## config.mk

```make
export PLATFORM = sky130hd
export DESIGN_NAME = mem_port_arbiter
export DESIGN_NICKNAME = d
export VERILOG_FILES = /design/src/rtl/mem_port_arbiter_pkg.sv /design/src/rtl/mem_port_arbiter_timeout_ctr.sv /design/src/rtl/mem_port_arbiter.sv
export SDC_FILE = /design/constraint.sdc
export NUM_CORES = 1
export LEC_CHECK = 0
export ABC_CLOCK_PERIOD_IN_PS = 11800
export CORE_ASPECT_RATIO = 0.5
export CORE_MARGIN = 5
export CORE_UTILIZATION = 45
export CTS_CLUSTER_SIZE = 30
export DETAILED_ROUTE_END_ITERATION = 8
export DONT_BUFFER_PORTS = 1
export GPL_TIMING_DRIVEN = 0
export PLACE_DENSITY = 0.69
export SYNTH_ARGS = -nofsm -noshare
export SYNTH_HDL_FRONTEND = slang
export SYNTH_HIERARCHICAL = 1
export SYNTH_SLANG_ARGS = --single-unit
```

## constraint.sdc

```tcl
create_clock -name clk -period 11.8 [get_ports clk]
set_clock_uncertainty 0.05 [all_clocks]
set_input_delay 2.36 -clock clk [delete_from_list [all_inputs] [get_ports clk]]
set_output_delay 2.36 -clock clk [all_outputs]
set_load 0.05 [all_outputs]
```

## src/rtl/mem_port_arbiter_pkg.sv

```systemverilog
// Shared definitions for the IF/MEM unified-memory arbiter:
// FSM state encodings and the read-data value returned on a watchdog abort.
package mem_port_arbiter_pkg;

    typedef enum logic [1:0] {
        ST_IDLE   = 2'd0,
        ST_WAIT_D = 2'd1,
        ST_WAIT_I = 2'd2
    } arb_state_t;

    // Bit value replicated across rdata when a transaction is aborted by the watchdog.
    localparam logic TIMEOUT_FILL = 1'b0;

endpackage

```

## src/rtl/mem_port_arbiter_timeout_ctr.sv

```systemverilog
// Watchdog counter for one outstanding memory transaction: cleared on grant,
// counts WAIT cycles and saturates at TIMEOUT, flagging expiry.
module arb_timeout_ctr #(
    parameter int TIMEOUT = 16
) (
    input  logic clk,
    input  logic rst,
    input  logic i_clear,
    input  logic i_enable,
    output logic o_expired
);
    localparam int CNT_W = $clog2(TIMEOUT + 1);

    logic [CNT_W-1:0] r_count;

    always_ff @(posedge clk or posedge rst) begin
        if (rst) begin
            r_count <= '0;
        end else if (i_clear) begin
            r_count <= '0;
        end else if (i_enable && !o_expired) begin
            r_count <= r_count + CNT_W'(1);
        end
    end

    assign o_expired = (r_count == CNT_W'(TIMEOUT));

endmodule

```

## src/rtl/mem_port_arbiter.sv

```systemverilog
// Arbitrates the single-port unified memory between instruction fetch and load/store,
// data first; registered acks, latched memory request, sticky watchdog error.
//
// state     | meaning
// ST_IDLE   | no transaction outstanding, may grant D (priority) or I
// ST_WAIT_D | data transaction issued, waiting for mem_ready or timeout
// ST_WAIT_I | fetch transaction issued, waiting for mem_ready or timeout
module mem_port_arbiter
    import mem_port_arbiter_pkg::*;
#(
    parameter int ADDR_W  = 32,
    parameter int DATA_W  = 32,
    parameter int TIMEOUT = 16
) (
    input  logic              clk,
    input  logic              rst,
    input  logic              if_req,
    input  logic [ADDR_W-1:0] if_addr,
    output logic [DATA_W-1:0] if_rdata,
    output logic              if_ack,
    output logic              stall_if,
    input  logic              d_req,
    input  logic              d_we,
    input  logic [ADDR_W-1:0] d_addr,
    input  logic [DATA_W-1:0] d_wdata,
    output logic [DATA_W-1:0] d_rdata,
    output logic              d_ack,
    output logic              stall_d,
    output logic              mem_en,
    output logic              mem_we,
    output logic [ADDR_W-1:0] mem_addr,
    output logic [DATA_W-1:0] mem_wdata,
    input  logic [DATA_W-1:0] mem_rdata,
    input  logic              mem_ready,
    output logic              err
);
    arb_state_t        r_state;
    arb_state_t        w_state_nxt;

    logic              r_mem_en;
    logic              r_mem_we;
    logic [ADDR_W-1:0] r_mem_addr;
    logic [DATA_W-1:0] r_mem_wdata;
    logic [DATA_W-1:0] r_if_rdata;
    logic [DATA_W-1:0] r_d_rdata;
    logic              r_if_ack;
    logic              r_d_ack;
    logic              r_err;

    logic              w_d_pending;
    logic              w_i_pending;
    logic              w_waiting;
    logic              w_expired;
    logic              w_grant_d;
    logic              w_grant_i;
    logic              w_done_d;
    logic              w_done_i;
    logic              w_abort;

    // A port whose ack is high this cycle is still holding its finished request.
    assign w_d_pending = d_req  && !r_d_ack;
    assign w_i_pending = if_req && !r_if_ack;

    always_ff @(posedge clk or posedge rst) begin
        if (rst) r_state <= ST_IDLE;
        else     r_state <= w_state_nxt;
    end

    always_comb begin
        w_state_nxt = r_state;
        case (r_state)
            ST_IDLE: begin
                if (w_d_pending)      w_state_nxt = ST_WAIT_D;
                else if (w_i_pending) w_state_nxt = ST_WAIT_I;
            end
            ST_WAIT_D, ST_WAIT_I: begin
                if (mem_ready || w_expired) w_state_nxt = ST_IDLE;
            end
            default: w_state_nxt = ST_IDLE;
        endcase
    end

    always_comb begin
        w_waiting = (r_state == ST_WAIT_D) || (r_state == ST_WAIT_I);
        w_grant_d = (r_state == ST_IDLE) && w_d_pending;
        w_grant_i = (r_state == ST_IDLE) && !w_d_pending && w_i_pending;
        w_done_d  = (r_state == ST_WAIT_D) && (mem_ready || w_expired);
        w_done_i  = (r_state == ST_WAIT_I) && (mem_ready || w_expired);
        w_abort   = w_waiting && w_expired && !mem_ready;
    end

    arb_timeout_ctr #(
        .TIMEOUT (TIMEOUT)
    ) u_timeout_ctr (
        .clk       (clk),
        .rst       (rst),
        .i_clear   (w_grant_d || w_grant_i),
        .i_enable  (w_waiting),
        .o_expired (w_expired)
    );

    always_ff @(posedge clk or posedge rst) begin
        if (rst) begin
            r_mem_en    <= 1'b0;
            r_mem_we    <= 1'b0;
            r_mem_addr  <= '0;
            r_mem_wdata <= '0;
            r_if_rdata  <= '0;
            r_d_rdata   <= '0;
            r_if_ack    <= 1'b0;
            r_d_ack     <= 1'b0;
            r_err       <= 1'b0;
        end else begin
            r_mem_en <= w_grant_d || w_grant_i;
            r_if_ack <= w_done_i;
            r_d_ack  <= w_done_d;
            if (w_grant_d) begin
                r_mem_we    <= d_we;
                r_mem_addr  <= d_addr;
                r_mem_wdata <= d_wdata;
            end else if (w_grant_i) begin
                r_mem_we    <= 1'b0;
                r_mem_addr  <= if_addr;
            end
            if (w_done_i) begin
                r_if_rdata <= w_abort ? {DATA_W{TIMEOUT_FILL}} : mem_rdata;
            end
            // Stores keep the last load value unless the watchdog aborts them.
            if (w_done_d && (w_abort || !r_mem_we)) begin
                r_d_rdata <= w_abort ? {DATA_W{TIMEOUT_FILL}} : mem_rdata;
            end
            if (w_abort) r_err <= 1'b1;
        end
    end

    assign mem_en    = r_mem_en;
    assign mem_we    = r_mem_we;
    assign mem_addr  = r_mem_addr;
    assign mem_wdata = r_mem_wdata;
    assign if_rdata  = r_if_rdata;
    assign d_rdata   = r_d_rdata;
    assign if_ack    = r_if_ack;
    assign d_ack     = r_d_ack;
    assign err       = r_err;
    assign stall_if  = if_req && !r_if_ack;
    assign stall_d   = d_req  && !r_d_ack;

endmodule

```

==> flow_summary.yaml <==
worst_setup_path:
  reg2reg_to: "u_timeout_ctr/r_count[1]"
  timing.rr.start: "if_ack"
  crit_chain: "and2b_1"
  slowest_stage: "and2b_1"
  rr_worst_depth: 6
  required_ps: 9390
  crit_family: "simple AND/OR/NAND/NOR gates"
  crit_fanout: 5
  r2r_slack_ps: 9310
  cp_slowest_stage_delay_ps: 500
  arrival_ps: 2860
  cp-end-kind: "output pin"
  crit_type: "in2out"
  path_buf_inv: 0
  cp-start-kind: "input pin"
floorplan:
  core_area_um2: 12600
  initial_core_util_pct: 45.6
  dieWidth_um: 170
  top_level_ports: 269
  die-area_um2: 15200
  rows: 29
  die_y_um: 89.8
job:
  maxCapViolCount: 0
placement:
  place.port_buffers: 0
  dp_cells: 643
  dp_hpwl_mm: 10.6
  place_congestion: 0.760
logic_synthesis:
  netlist_top_cells_count: "dfrtp_1 (140), nand2_1 (66), inv_1 (41)"
  avgSynthCellArea_um2: 12.1
  yosysWarningCount: 6
  yosysMostFrequentCell: "dfrtp_1"
  synth.top_cell.area_share_pct: 61.2
  syn_inst: 472
  ys_seq_elements: 140
  ys_top_cells_by_area: "dfrtp_1 (61%), mux2_2 (6.5%), mux2i_1 (5.8%), a221o_1 (5.6%), nand2_1 (4.3%)"
  seq_area_frac_synth_pct: 61.2
  syn_nets: 611
  ys_async_sr_fraction_pct: 100
  synth_top_cell_by_area: "dfrtp_1"
  synth_cell_types: 31
  synth_edf_count: 0
  synthFlopType: "dfrtp_1"
  syn_area_um2: 5730
hold_path:
  hold_depth: 1
  hold_end: "r_state[0]"
  hp-start: "r_state[0]"
  min-delay-path-class: "reg2reg"
clock_tree:
  cts_root_buf: "clkbuf_16"
  cts_tree: "yes"
  cts_hold_buffers: 0
  numCtsBuffers: 17
  cts.sinks: 140
  clk_latency_ps: 410
  post_cts_buffers: 0
  htreeDepth: 4
  ctsResizeCount: 0
  path_clk_slew_ps: 60
  cts_buffer_depth: 2
routing:
  routedWlPerCell_um: 21.1
  route.vias.total: 3617
  route.detailed.drc: 0
  vias_per_cell: 5.36
  wl_mm: 14.2
  detail_route.first_pass.iterations: 5
  first_iter_violations: 189
  ant_nets: 0
layout:
  drive_gt1_share_pct: 18.4
  instances_no_fill: 675
  finalCoreUtilization_pct: 52.1
  area_growth_pct: 14.2
  antennaDiodeCount: 0
  final_nets: 631
sta:
  whs_ps: 498
  timing.fmax_ghz: 0.190
  setup_viol: 0
  hold_viol_final: 0
  finalCritPeriodShare_pct: 44.7
  rsz0062_at_grt: "false"
  tns_ps: 0
  drv_slew: 0
  worstMarginPinSlew_ps: 606
  min_period_ps: 5270
  max_slew_margin_pct: 59.6
global_route:
  grt_pass1_wl_mm: 22.1
  gr-usage-all-layers_pct: 18.6
  overflow: 0
  grt_pass1_vias: 3834
  grt_max_degree: 84
  antenna_found_initial: 0
status:
  status: "finished, final reports clean"
==> cells in the final DEF (no fill, tap or decap), drive strengths merged, types with 2 or more instances in the layout <==
cell type  count
ha             5
clkbuf        26
nand2b         4
o21ai         36
nand4          2
clkinvlp       3
dfrtp        140
mux2          33
nand2         66
and2b          2
buf           21
clkinv         2
a221o         32
a21oi          2
mux2i         33
a22o           2
xor2           2
and2          32
inv           48
nor2b          2
nor2           4
==> per-layer routing <==
metal | up-vias | track usage (%) | wire length [um]
met5 | - | 0 | 0
met4 | 0 | 5.56 | 146
met3 | 11 | 6.22 | 1130
met2 | 139 | 32.0 | 7490
met1 | 1824 | 22.1 | 5470
li1 | 1643 | - | -
==> cells by family (layout without fill, tap and decap cells) <==
| logic type | after synthesis | count (layout) | share of synthesized area (%) |
|---|---|---|---|
| and+or+nand+nor | 118 | 118 | 10.3 |
| xor gates and xnor gates | 2 | 2 | 0.306 |
| DFF | 140 | 140 | 61.2 |
| adders and majority gates | 5 | 5 | 1.09 |
| muxes | 66 | 66 | 12.3 |
| AOI/OAI and AO/OA | 74 | 74 | 9.62 |
| buffers and inverters | 67 | 100 | 5.22 |
==> through the flow <==
step	setup slack (ps)	area, um2
global route	6520	6540
floorplan	5780	5730
detailed placement	6530	5970
CTS	6530	6540
global placement	4360	5940
finish	6530	6540
==> state kept, by name (all words and copies together), names as in the netlist, 2 cells and up <==
| register | count |
|---|---|
| d_rdata | 32 |
| if_rdata | 32 |
| u_timeout_ctr/r_count | 5 |
| mem_wdata | 32 |
| mem_addr | 32 |
| r_state | 2 |
==> layout make-up <==
class | instances | area (um2)
Buffer | 26 | 145
Fill cell | 1110 | 6020
Clock buffer | 20 | 467
Clock inverter | 12 | 101
Tap cell | 170 | 213
Sequential cell | 140 | 3500
Timing Repair Buffer | 1 | 27.5
Multi-Input combinational cell | 265 | 1920
Inverter | 41 | 159
==> worst max-delay path by stage <==
stage,start,endpoint,slack [ps],depth (start not counted)
floorplan,rst,d_ack,5780,1
global placement,rst,d_rdata[2],4360,1
detailed placement,if_req,stall_if,6530,1
CTS,if_req,stall_if,6530,1
global route,if_req,stall_if,6520,1
finish,if_req,stall_if,6530,1
Power is not shown: default switching activity piles up to over one toggle a cycle in this logic, so the estimate is an artifact.
